## src/rtl/drain_collector.sv

```systemverilog
`default_nettype none
// ============================================================================
// Module   : drain_collector
// Purpose  : Collects drain pulses from one column of MAC PEs into per-row
//            holding slots, arbitrates the slots (lowest row first) into a
//            result FIFO and presents {data, row} on a valid/ready stream.
//            Counts popped results and pulses tile_done_o once per ROWS pops.
// Revision : 1.0 - initial release
// ----------------------------------------------------------------------------
// Ports
//   clk_i        in   clock, rising edge
//   rst_i        in   asynchronous reset, active-low
//   clear_i      in   synchronous flush of slots, FIFO, counters, error flag
//   drain_i      in   ROWS drain channels {data, enable}
//   res_data_o   out  data of FIFO head
//   res_row_o    out  row index of FIFO head
//   res_valid_o  out  FIFO head valid
//   res_ready_i  in   consumer accepts head (pop on valid && ready)
//   tile_done_o  out  one-cycle pulse after every ROWS-th pop
//   overflow_o   out  sticky: a drain pulse was lost on a busy slot
//   drop_count_o out  saturating count of lost pulses
// Build option
//   DRAIN_COLLECTOR_DROP_CNT_EN : when defined, drop_count_o counts lost
//                                 pulses; otherwise it is tied to zero.
// ============================================================================

package drain_collector_pkg;
  localparam int DATA_WIDTH = 16;

  typedef struct packed {
    logic [DATA_WIDTH-1:0] data;
    logic                  enable;
  } drain_data_t;
endpackage

module drain_collector
  import drain_collector_pkg::*;
#(
  parameter int ROWS       = 4,
  parameter int FIFO_DEPTH = 8,
  parameter int CNT_W      = 8,
  localparam int ROW_W     = (ROWS > 1) ? $clog2(ROWS) : 1
) (
  input  logic                   clk_i,
  input  logic                   rst_i,
  input  logic                   clear_i,
  input  drain_data_t [ROWS-1:0] drain_i,
  output logic [DATA_WIDTH-1:0]  res_data_o,
  output logic [ROW_W-1:0]       res_row_o,
  output logic                   res_valid_o,
  input  logic                   res_ready_i,
  output logic                   tile_done_o,
  output logic                   overflow_o,
  output logic [CNT_W-1:0]       drop_count_o
);

  localparam int AW      = $clog2(FIFO_DEPTH);
  localparam int PTR_W   = AW + 1;
  localparam int ENTRY_W = DATA_WIDTH + ROW_W;
  localparam int PCNT_W  = $clog2(ROWS + 1);

  // Per-row holding slots
  logic [ROWS-1:0]       pend_q, pend_d;
  logic [DATA_WIDTH-1:0] pend_data_q [ROWS];
  logic [DATA_WIDTH-1:0] pend_data_d [ROWS];

  // Arbiter
  logic [ROWS-1:0]       gnt;
  logic [ROWS-1:0]       drop;
  logic                  arb_found;
  logic [ROW_W-1:0]      gnt_row;
  logic [DATA_WIDTH-1:0] gnt_data;
  logic                  push, pop, full, can_accept;

  // FIFO storage, pointers and registered head
  logic [ENTRY_W-1:0]    mem_q [FIFO_DEPTH];
  logic [PTR_W-1:0]      wr_ptr_q, wr_ptr_d;
  logic [PTR_W-1:0]      rd_ptr_q, rd_ptr_d;
  logic                  head_valid_q, head_valid_d;
  logic [ENTRY_W-1:0]    head_q, head_d;

  // Tile tracking and error flag
  logic [PCNT_W-1:0]     pop_cnt_q, pop_cnt_d;
  logic                  tile_done_q, tile_done_d;
  logic                  overflow_q, overflow_d;

  assign pop  = head_valid_q & res_ready_i;
  assign full = (wr_ptr_q[AW] != rd_ptr_q[AW]) &&
                (wr_ptr_q[AW-1:0] == rd_ptr_q[AW-1:0]);
  // A full FIFO can still take a push when the head leaves this cycle.
  assign can_accept = !full || pop;

  // Fixed-priority arbiter: lowest pending row wins when the FIFO has room.
  always_comb begin
    gnt       = '0;
    gnt_row   = '0;
    gnt_data  = '0;
    arb_found = 1'b0;
    for (int r = 0; r < ROWS; r++) begin
      if (pend_q[r] && !arb_found) begin
        arb_found = 1'b1;
        if (can_accept) begin
          gnt[r]   = 1'b1;
          gnt_row  = ROW_W'(r);
          gnt_data = pend_data_q[r];
        end
      end
    end
  end

  assign push = |gnt;

  // Slot update. A pulse on a slot that is being granted this cycle refills
  // it; a pulse on an occupied, non-granted slot is lost and the old value
  // is kept.
  always_comb begin
    pend_d = pend_q;
    drop   = '0;
    for (int r = 0; r < ROWS; r++) begin
      pend_data_d[r] = pend_data_q[r];
      if (drain_i[r].enable) begin
        if (pend_q[r] && !gnt[r]) begin
          drop[r] = 1'b1;
        end else begin
          pend_d[r]      = 1'b1;
          pend_data_d[r] = drain_i[r].data;
        end
      end else if (gnt[r]) begin
        pend_d[r] = 1'b0;
      end
    end
  end

  // FIFO next state. The head register is reloaded from storage at the next
  // read pointer; when that slot is the one being written this cycle the
  // pushed entry is forwarded so a push into an empty FIFO is visible next
  // cycle.
  always_comb begin
    wr_ptr_d     = wr_ptr_q + PTR_W'(push);
    rd_ptr_d     = rd_ptr_q + PTR_W'(pop);
    head_valid_d = (wr_ptr_d != rd_ptr_d);
    head_d       = '0;
    if (head_valid_d) begin
      if (rd_ptr_d == wr_ptr_q) begin
        head_d = {gnt_data, gnt_row};
      end else begin
        head_d = mem_q[rd_ptr_d[AW-1:0]];
      end
    end
  end

  // Pop counter wraps after ROWS pops and raises tile_done for one cycle.
  always_comb begin
    pop_cnt_d   = pop_cnt_q;
    tile_done_d = 1'b0;
    if (pop) begin
      if (pop_cnt_q == PCNT_W'(ROWS - 1)) begin
        pop_cnt_d   = '0;
        tile_done_d = 1'b1;
      end else begin
        pop_cnt_d = pop_cnt_q + PCNT_W'(1);
      end
    end
  end

  assign overflow_d = overflow_q | (|drop);

  always_ff @(posedge clk_i or negedge rst_i) begin
    if (!rst_i) begin
      pend_q       <= '0;
      for (int r = 0; r < ROWS; r++) pend_data_q[r] <= '0;
      wr_ptr_q     <= '0;
      rd_ptr_q     <= '0;
      head_valid_q <= 1'b0;
      head_q       <= '0;
      pop_cnt_q    <= '0;
      tile_done_q  <= 1'b0;
      overflow_q   <= 1'b0;
    end else if (clear_i) begin
      pend_q       <= '0;
      for (int r = 0; r < ROWS; r++) pend_data_q[r] <= '0;
      wr_ptr_q     <= '0;
      rd_ptr_q     <= '0;
      head_valid_q <= 1'b0;
      head_q       <= '0;
      pop_cnt_q    <= '0;
      tile_done_q  <= 1'b0;
      overflow_q   <= 1'b0;
    end else begin
      pend_q       <= pend_d;
      for (int r = 0; r < ROWS; r++) pend_data_q[r] <= pend_data_d[r];
      wr_ptr_q     <= wr_ptr_d;
      rd_ptr_q     <= rd_ptr_d;
      head_valid_q <= head_valid_d;
      head_q       <= head_d;
      pop_cnt_q    <= pop_cnt_d;
      tile_done_q  <= tile_done_d;
      overflow_q   <= overflow_d;
    end
  end

  // Storage needs no reset: pointers define which entries are live.
  always_ff @(posedge clk_i) begin
    if (push && !clear_i) begin
      mem_q[wr_ptr_q[AW-1:0]] <= {gnt_data, gnt_row};
    end
  end

`ifdef DRAIN_COLLECTOR_DROP_CNT_EN
  localparam int SUM_W = ((CNT_W > PCNT_W) ? CNT_W : PCNT_W) + 1;

  logic [CNT_W-1:0]  drop_cnt_q, drop_cnt_d;
  logic [PCNT_W-1:0] n_drop;
  logic [SUM_W-1:0]  drop_sum;

  // Several rows may collide in the same cycle; add them all, saturating.
  always_comb begin
    n_drop = '0;
    for (int r = 0; r < ROWS; r++) n_drop = n_drop + PCNT_W'(drop[r]);
    drop_sum = SUM_W'(drop_cnt_q) + SUM_W'(n_drop);
    if (drop_sum > SUM_W'({CNT_W{1'b1}})) begin
      drop_cnt_d = '1;
    end else begin
      drop_cnt_d = drop_sum[CNT_W-1:0];
    end
  end

  always_ff @(posedge clk_i or negedge rst_i) begin
    if (!rst_i) begin
      drop_cnt_q <= '0;
    end else if (clear_i) begin
      drop_cnt_q <= '0;
    end else begin
      drop_cnt_q <= drop_cnt_d;
    end
  end

  assign drop_count_o = drop_cnt_q;
`else
  assign drop_count_o = '0;
`endif

  assign res_valid_o = head_valid_q;
  assign res_data_o  = head_q[ENTRY_W-1:ROW_W];
  assign res_row_o   = head_q[ROW_W-1:0];
  assign tile_done_o = tile_done_q;
  assign overflow_o  = overflow_q;

endmodule
`default_nettype wire

```

## config.mk

```make
export PLATFORM = sky130hd
export DESIGN_NAME = drain_collector
export DESIGN_NICKNAME = d
export VERILOG_FILES = /design/src/rtl/drain_collector.sv
export SDC_FILE = /design/constraint.sdc
export NUM_CORES = 1
export LEC_CHECK = 0
export BUFFER_PORTS_ARGS = -buffer_cell sky130_fd_sc_hd__buf_2
export CAP_MARGIN = 20
export CORE_MARGIN = 2
export CORE_UTILIZATION = 50
export CTS_BUF_LIST = sky130_fd_sc_hd__clkbuf_16
export CTS_CLUSTER_DIAMETER = 200
export DETAILED_ROUTE_END_ITERATION = 8
export PLACE_DENSITY = 0.69
export SYNTH_ARGS = -nofsm -noshare
export SYNTH_HDL_FRONTEND = slang
export SYNTH_SLANG_ARGS = --single-unit
```

## constraint.sdc

```tcl
create_clock -name clk_i -period 3.8 [get_ports clk_i]
set_input_delay 0.57 -clock clk_i [delete_from_list [all_inputs] [get_ports clk_i]]
set_output_delay 0.57 -clock clk_i [all_outputs]
set_load 0.03 [all_outputs]
```

; ---- Word level (Yosys, flattened, before mapping)
; Memory sizes are Yosys's and may differ from the RTL's.
; Index checks and enable logic that the tools add are counted.
[word_totals]
reg_bits = 100
ram_bits = 144
out_inout_bits = 29
word_cells = 139
mem_count = 1
[op_classes]
add_sub_neg = 3
n_eq_ne = 13
n_mux = 67
n_bitwise = 2
n_reduce_logical = 38
[mem_list]
columns = memory, depth, width, rd, rd_ports_with_merged_regs, wr, line
row1 = mem_q, 8, 18, 1, 0, 1, 76  ; logic [ENTRY_W-1:0] mem_q [FIFO_DEPTH];
[ops]
columns = operator, count
row1 = $mux 16, 16
row2 = $mux 64, 1
row3 = $mux 18, 3
row4 = $mux 1, 37
row5 = $reduce_and 2->1, 8
row6 = $mux 4, 3
row7 = $ne 3x3->1 const B, 4
row8 = $reduce_bool 3->1, 4
row9 = $reduce_bool 2->1, 5
row10 = $logic_and 1x1->1, 9
row11 = $logic_not 1->1, 9
row12 = $mux 3, 3
row13 = $add 4x1->4, 2
row14 = $mux 2, 4
row15 = $ne 2x2->1 const B, 4
row16 = $reduce_or 4->1, 2
row17 = $eq 4x4->1, 1
row18 = $ne 4x4->1, 1
row19 = $add 3x1->3 const B, 1
row20 = $eq 3x2->1 const B, 1
row21 = $eq 3x3->1, 1
row22 = $and 1x1->1, 1
row23 = $logic_or 1x1->1, 1
row24 = $ne 1x1->1, 1
row25 = $or 1x1->1, 1

; ---- Depth between registers and ports, before layout
; Gate-level depths: netlist of run 1.
[depth]
depth_word = 17
mapped_depth = 14
depth_no_buf = 10

; ---- Worst setup path after synthesis of run 1
; OpenSTA, ideal clock, no wires.
[synth_path]
kind = register -> register
startpoint = reg head_valid_q (netlist: res_valid_o)
endpoint = mem mem_q[0][0] (netlist name), enable pin
setup_time_ps = 420
t_arrival_ps = 3010
required_ps = 3380
setup_slack_ps = 370
path_stages_with_launch = 7
path_buffers = 1
synth_period_minus_slack_ps = 3430
path_cell_list = dfrtp_1 nand2_1 and2_4 buf_6 a221oi_1 nor2b_1 nor3b_1
[synth_between]
elab_chain_cells = 8
[synth_rtl]
columns = element, line
row1 = from (decl), 79  ; logic head_valid_q, head_valid_d;
row2 = from (signal assigned), 194  ; head_valid_q <= head_valid_d;
row3 = $and 1x1->1 (*), 87  ; assign pop = head_valid_q & res_ready_i;
row4 = $logic_or 1x1->1 (*), 91  ; assign can_accept = !full || pop;
row5 = $mux 1 (*), 102  ; if (can_accept) begin
row6 = $mux 1, 100  ; if (pend_q[r] && !arb_found) begin
row7 = $reduce_or 4->1 (*), 111  ; assign push = |gnt;
row8 = $logic_and 1x1->1 (*), 204  ; if (push && !clear_i) begin
row9 = $mux 1 (*), 204
row10 = $mux 1 (not written as such) (*), 205  ; mem_q[wr_ptr_q[AW-1:0]] <= {gnt_data, gnt_row};
row11 = to (decl), 76
; Every way passes the cells marked *; elsewhere a longest branch is shown, timed or not.

; ---- Worst setup path after layout of run 1
[layout_path]
startpoint = reg wr_ptr_q[0]
endpoint = reg head_q[4]
[layout_between]
elab_chain_cells = 15
[layout_rtl]
columns = element, line
row1 = from (decl), 77  ; logic [PTR_W-1:0] wr_ptr_q, wr_ptr_d;
row2 = from (signal assigned), 192  ; wr_ptr_q <= wr_ptr_d;
row3 = branches (longest 13 deep; another with $add 4x1->4), n/a
row4 = $mux 18 (*), 143  ; if (head_valid_d) begin
row5 = $mux 18 (*), 179  ; end else if (clear_i) begin
row6 = to (signal assigned), 175  ; head_q <= '0;
row7 = to (signal assigned), 185  ; head_q <= '0;
row8 = to (signal assigned), 195  ; head_q <= head_d;
row9 = to (decl), 80  ; logic [ENTRY_W-1:0] head_q, head_d;
; Mark *: on every way between the ends.
; A chain may end at the register's enable or synchronous reset.

==> results of run 1 <==
power breakdown:
| part | leakage [nW] | switching [mW] | internal, mW |
|---|---|---|---|
| logic | 1.75 | 0.885 | 0.559 |
| registers | 2.68 | 0.0873 | 3.02 |
| clock network | 0.465 | 1.02 | 1.63 |
| total | 4.90 | 1.99 | 5.21 |
critical path: cells and delay by family (launching register included):
| kind | cells | cell delay [ns] |
|---|---|---|
| compound gates | 3 | 0.54 |
| xor+xnor | 3 | 0.73 |
| fa+ha+maj | 2 | 0.40 |
| simple gates | 2 | 0.75 |
| flops | 1 | 0.45 |
| buf+inv | 1 | 0.22 |
cells by family (layout without fill, tap and decap cells):
| family | after synthesis | after routing | synth area share, % |
|---|---|---|---|
| DFF | 244 | 244 | 64.4 |
| other | 1 | 9 | 0.0354 |
| xor gates and xnor gates | 16 | 16 | 1.45 |
| AOI/OAI and AO/OA | 78 | 78 | 5.92 |
| muxes | 118 | 118 | 15.4 |
| adders and majority gates | 5 | 5 | 0.590 |
| buffers and inverters | 67 | 174 | 3.55 |
| and+or+nand+nor | 193 | 193 | 8.63 |
per-layer routing:
metal | vias up | wire length [µm] | GRT usage [%]
met1 | 3264 | 10500 | 30.6
met4 | 4 | 316 | 4.71
met2 | 203 | 10600 | 33.0
li1 | 2853 | - | -
met3 | 34 | 1340 | 3.57
met5 | - | 21 | 0
sequential cells by signal, indices dropped and copies added, names as in the netlist:
signal,count
pop_cnt_q,3
head_q,18
res_valid_o,1
pend_data_q,64
mem_q,144
overflow_o,1
rd_ptr_q,4
wr_ptr_q,4
pend_q,4
tile_done_o,1
stage by stage:
step / cell area (µm²) / hold WS [ns] / cells
6_report: 12200 / 0.0527 / 1112
5_1_grt: 12200 / 0.105 / 1112
4_1_cts: 12200 / 0.0727 / 1111
3_5_place_dp: 11300 / 0.475 / 1061
3_3_place_gp: 11300 / 0.446 / 1061
2_1_floorplan: 10600 / 0.274 / 729
layout make-up:
class / instances / area (µm²)
clock buffers: 27 / 676
multi-input cells: 418 / 3450
clock inverters: 23 / 235
flip-flops and latches: 244 / 6830
repair buffers: 116 / 668
diodes: 1 / 2.50
well taps: 275 / 344
inverters: 8 / 30.0
fillers: 1617 / 8660
worst paths after layout:
kind / slack (ns) / depth (start not counted) / start / to
max in group asynchronous: 2.88 / 2 / rst_i / res_valid_o
min in group clk_i: 0.28 / 3 / drain_i[23] / pend_data_q[37]
worst max-delay path: 0.60 / 11 / wr_ptr_q[0] / head_q[4]
worst min-delay path: 0.05 / 1 / rst_i / pend_data_q[40]
worst min register to register: 0.48 / 1 / pop_cnt_q[2] / tile_done_o
worst max register to register: 0.60 / 11 / wr_ptr_q[0] / head_q[4]
cell usage after synthesis, types with 2 or more instances:
library cell  instances  share of area [%]
nor2b_1              11               0.65
nor3b_1               3               0.21
and3_1                3               0.18
buf_4                11               0.78
o31a_1                3               0.25
a21oi_1              14               0.66
nand2_1              49                1.7
nor3_1                4               0.19
xnor2_1              10               0.83
a211oi_1             20                1.4
and3b_1               2               0.17
nand2b_1              4               0.24
dfrtp_1             100                 24
mux2i_1              81                7.7
nor2_1               92                3.3
a32oi_1              13                1.1
edfxtp_1            144                 41
buf_2                16               0.76
ha_1                  5               0.59
o21ai_0               2              0.094
nand3b_1             13               0.92
mux4_2               36                7.7
a22oi_1               2               0.14
clkbuf_1             23               0.81
a21o_1               13               0.92
buf_6                 7               0.74
or3b_2                3               0.25
xor2_1                5               0.41
inv_1                 8               0.28
cells in the final DEF (no fill, tap or decap), types with 5 or more instances in the layout:
master / count
mux2i_1: 81
nand3b_1: 13
buf_2: 91
clkbuf_16: 27
nand2_1: 49
clkinv_1: 6
mux4_2: 36
nor2_1: 92
dfrtp_1: 100
edfxtp_1: 144
inv_1: 14
conb_1: 8
bufinv_16: 5
nor2b_1: 11
xnor2_1: 10
a32oi_1: 13
buf_4: 23
a211oi_1: 20
a21oi_1: 14
a21o_1: 13
==> metrics.txt, run 1 <==
grt total ovfl=0; DR iter-0 viols=480; Post-Place Setup Slack=0.563 ns; Max Cap Violations=0; Starting Density=between 50% and 60%; initial antenna violation count=3; vias per inst=5.72; Final Max Tran Viols=0; overall routing resource usage=20.8%; CP cell instances=xnor2_1, and2_4, and2_1, a21oi_1, ha_1, ha_1, xnor2_1, xor2_1, a41o_1, buf_4, a211oi_1; root buf cell=clkbuf_16; Synth cell types=between 50 and 60; I/O Buffers=92; worst setup path category=flip-flop to flip-flop; first-pass detailed-route iteration total=7; Cell Rows=53; Tightest Pin Transition=1.00 ns; Hold Crit Class=input port to async pin; first-pass GRT wire length=36.1 mm; Ys Warns=0; Antenna Nets Post-Route=0; # clock sinks=244; core outline area=20900 µm²; Synth async-reset ratio=41.0%; total power draw=7.20 mW; via count=between 6000 and 7000; outcome=finished, final reports clean; P&R area growth vs syn=15.4%; IO Pins=101; cell count after synthesis=722; Crit. End Element=flip-flop; Die ar.=about 22000 µm²; fin crit period=3.20 ns; synthesized area=~11000 µm²; # DRC=0; RSZ-0062 raised after global routing=no; GP Congestion=0.796; WL/cell=20.5 µm; CP arrival=between 3 and 4 ns; Synth Flop Type=edfxtp_1; utilization after layout=58.6%; Rel. slew slack=33.2%; DP Wirelength=14.7 mm; post-CTS sizing=0; # hold bufs at CTS=0; Seq/Total Area, Yosys=64.4%; slowest CP cell=dfrtp_1; CTS Buf Count=27; Pwr Density=589 nW/µm²; CTS Buffer Depth=3; post-CTS setup buffers=0; Worst VDD drop=~0.34 mV; TritonCTS clock tree=done; die height=150 µm; number of global-route vias before repair=approximately 6600; crit path launch type=flip-flop; Leak=4.90 nW; CP Data Required Time=between 4 and 5 ns; EDFF count, synth=between 100 and 150; Hold Violations, Final=0; Setup TNS Final=0 ns; period utilization=84.2%; die width=about 150 µm; largest net degree at the start of global routing=83; min setup slack post-route=0.601 ns; Final nets=892; Avg Synthesized Cell Area=14.7 µm²; slowest stage delay, CP=about 0.45 ns; Worst-path clk slew=0.06 ns; Clock Skews=~0.018 ns; H-tree depth=1; total wire length=about 23 mm; # setup viols final=0; FMAX=approximately 310 MHz; ratio of cells with drive above 1 in the final layout=24.8%; critical path peak fanout=20; clk_lat worst skew=0.53 ns; post-synthesis register bit count=244
Note: power is estimated with default switching activity, not from simulation.
==> run 2: changes to the inputs <==
--- a/config.mk
+++ b/config.mk
@@ -12,7 +12,7 @@
 export CTS_BUF_LIST = sky130_fd_sc_hd__clkbuf_16
 export CTS_CLUSTER_DIAMETER = 200
 export DETAILED_ROUTE_END_ITERATION = 8
-export PLACE_DENSITY = 0.69
+export PLACE_DENSITY = 0.72
 export SYNTH_ARGS = -nofsm -noshare
 export SYNTH_HDL_FRONTEND = slang
 export SYNTH_SLANG_ARGS = --single-unit
==> constraint.sdc (replaced) <==
create_clock -name clk_i -period 2.85 [get_ports clk_i]
set_input_delay 0.4275 -clock clk_i [delete_from_list [all_inputs] [get_ports clk_i]]
set_output_delay 0.4275 -clock clk_i [all_outputs]
set_load 0.03 [all_outputs]
==> metrics.txt, run 2 (synthesis results as in run 1) <==
GP Congestion=0.820; RSZ-0062 raised after global routing=no; most frequent cells in the layout=edfxtp_1 (144), dfrtp_1 (100), nor2_1 (92), buf_2 (91), mux2i_1 (81); DR iter-0 viols=405; CP Data Required Time=3.21 ns; Cell Rows=53; CTS Buf Count=25; total wire length=22.6 mm; period utilization=around 90%; via count=between 6000 and 7000; Final Max Tran Viols=0; Worst VDD drop=slightly below 0.5 mV; flip-flop and latch area=~7000 µm²; TritonCTS clock tree=done; Tightest Pin Transition=1.02 ns; clk_lat worst skew=0.51 ns; FMAX=391 MHz; Antenna Nets Post-Route=0; die width=150 µm; number of fill cells=between 1500 and 2000; grt total ovfl=0; largest net degree at the start of global routing=between 80 and 90; CTS Buffer Depth=3; Worst R2R Setup Slack=between 0.2 and 0.3 ns; # DRC=0; Crit. End Element=flip-flop; Rel. slew slack=32.1%; # setup viols final=0; Clock Skews=0.00839 ns; first-pass GRT wire length=36.6 mm; outcome=finished, final reports clean; IO Pins=101; # clock sinks=about 240; Antenna diodes=0; max reg flops=roughly 140; initial antenna violation count=1; H-tree depth=1; Multi-input gate area=3450 µm²; number of global-route vias before repair=6504; P&R area growth vs syn=16.3%; root buf cell=clkbuf_16; critical path peak fanout=22; placed cell count=1084; Max Cap Violations=0; Leak=4.99 nW; WL/cell=about 20 µm; most common cell after layout, fill and taps aside=edfxtp_1; Post-Place Setup Slack=0.272 ns; Pwr Density=approximately 740 nW/µm²; core outline area=20900 µm²; I/O Buffers=just over 90; Worst-path clk slew=0.06 ns; Hold Violations, Final=0; total power draw=about 9 mW; Starting Density=about 50%; Die ar.=22400 µm²; vias per inst=around 5.6; Hold Crit Class=input port to flip-flop; worst setup path category=flip-flop to flip-flop; fin crit period=2.56 ns; DP Wirelength=around 15 mm; Post-Layout Cell Count=1130; ratio of cells with drive above 1 in the final layout=26.2%; Final nets=914; overall routing resource usage=a little over a fifth; first-pass detailed-route iteration total=5; CP arrival=2.92 ns; die height=150 µm; min setup slack post-route=about 0.3 ns; crit path launch type=flip-flop
-- run 2: changes by cell type in the layout (fill, tap and decap cells not counted), sizes merged --
cell	previous run	this run
buf	116	139
clkinv	10	5
diode	1	0
bufinv	5	1
clkbuf	27	25
inv	15	21
dlygate4sd3	0	1
-- run 2: worst paths after layout --
| path | start | end | cells after the start |
|---|---|---|---|
| setup / recovery | rd_ptr_q[3] | pend_data_q[41] | 6 |
| max in group asynchronous | rst_i | pend_data_q[22] | 3 |
| hold / removal | clear_i | wr_ptr_q[0] | 2 |
| setup reg to reg | rd_ptr_q[3] | pend_data_q[41] | 6 |
| hold reg to reg | pop_cnt_q[2] | tile_done_o | 1 |
| min in group asynchronous | rst_i | head_q[3] | 2 |
-- run 2: report_power, final --
group / switching [mW] / total, mW / internal (mW) / leakage [nW]
clock network: 1.27 / 2.94 / 1.67 / 0.402
registers: 0.112 / 4.14 / 4.03 / 2.68
logic: 1.19 / 2.04 / 0.853 / 1.90
total: 2.57 / 9.12 / 6.55 / 4.99
-- run 2: timing repair --
item / 4_1_cts / 5_1_grt
gates resized for setup: 0 / 0
hold buffers: 1 / 0
buffers inserted: 0 / 0
endpoints found under the setup margin: 0 / 0
endpoints found under the hold margin: 35 / 0
-- run 2: worst max-delay path, cell delays in order (launching register included) --
cell     delay [ns]
dfrtp_1        0.43
xnor2_1        0.18
nor3_4         0.21
buf_4          0.32
a221o_1        0.88
mux2i_1        0.30
nor2_1         0.06
-- run 2: routing by layer --
layer  track usage (%)  part of all wire, %  vias to the layer above
met1              30.6                   44                     3194
met4              4.62                  1.8                        2
li1                  -                    -                     2885
met3              4.05                  6.5                       35
met2              33.8                   48                      225
met5                 0                0.057                        -
-- run 2: layout make-up --
cell class / instances / share of cell area, %
multi-input cells: 418 / 28.0
inverters: 8 / 0.244
well taps: 275 / 2.79
repair buffers: 140 / 7.61
clock buffers: 25 / 5.08
flip-flops and latches: 244 / 55.4
clock inverters: 20 / 0.873
-- run 2: stage by stage --
| stage | util [%] | TNS, ns | hold slack [ns] | area (µm²) |
|---|---|---|---|---|
| 2_1_floorplan | - | -24.58 | 0.132 | 10600 |
| 3_3_place_gp | 55.4 | 0 | 0.447 | 11600 |
| 3_5_place_dp | 55.4 | 0 | 0.450 | 11600 |
| 4_1_cts | 59.0 | 0 | 0.102 | 12300 |
| 5_1_grt | 59.0 | 0 | 0.108 | 12300 |
| 6_report | 59.0 | 0 | 0.114 | 12300 |
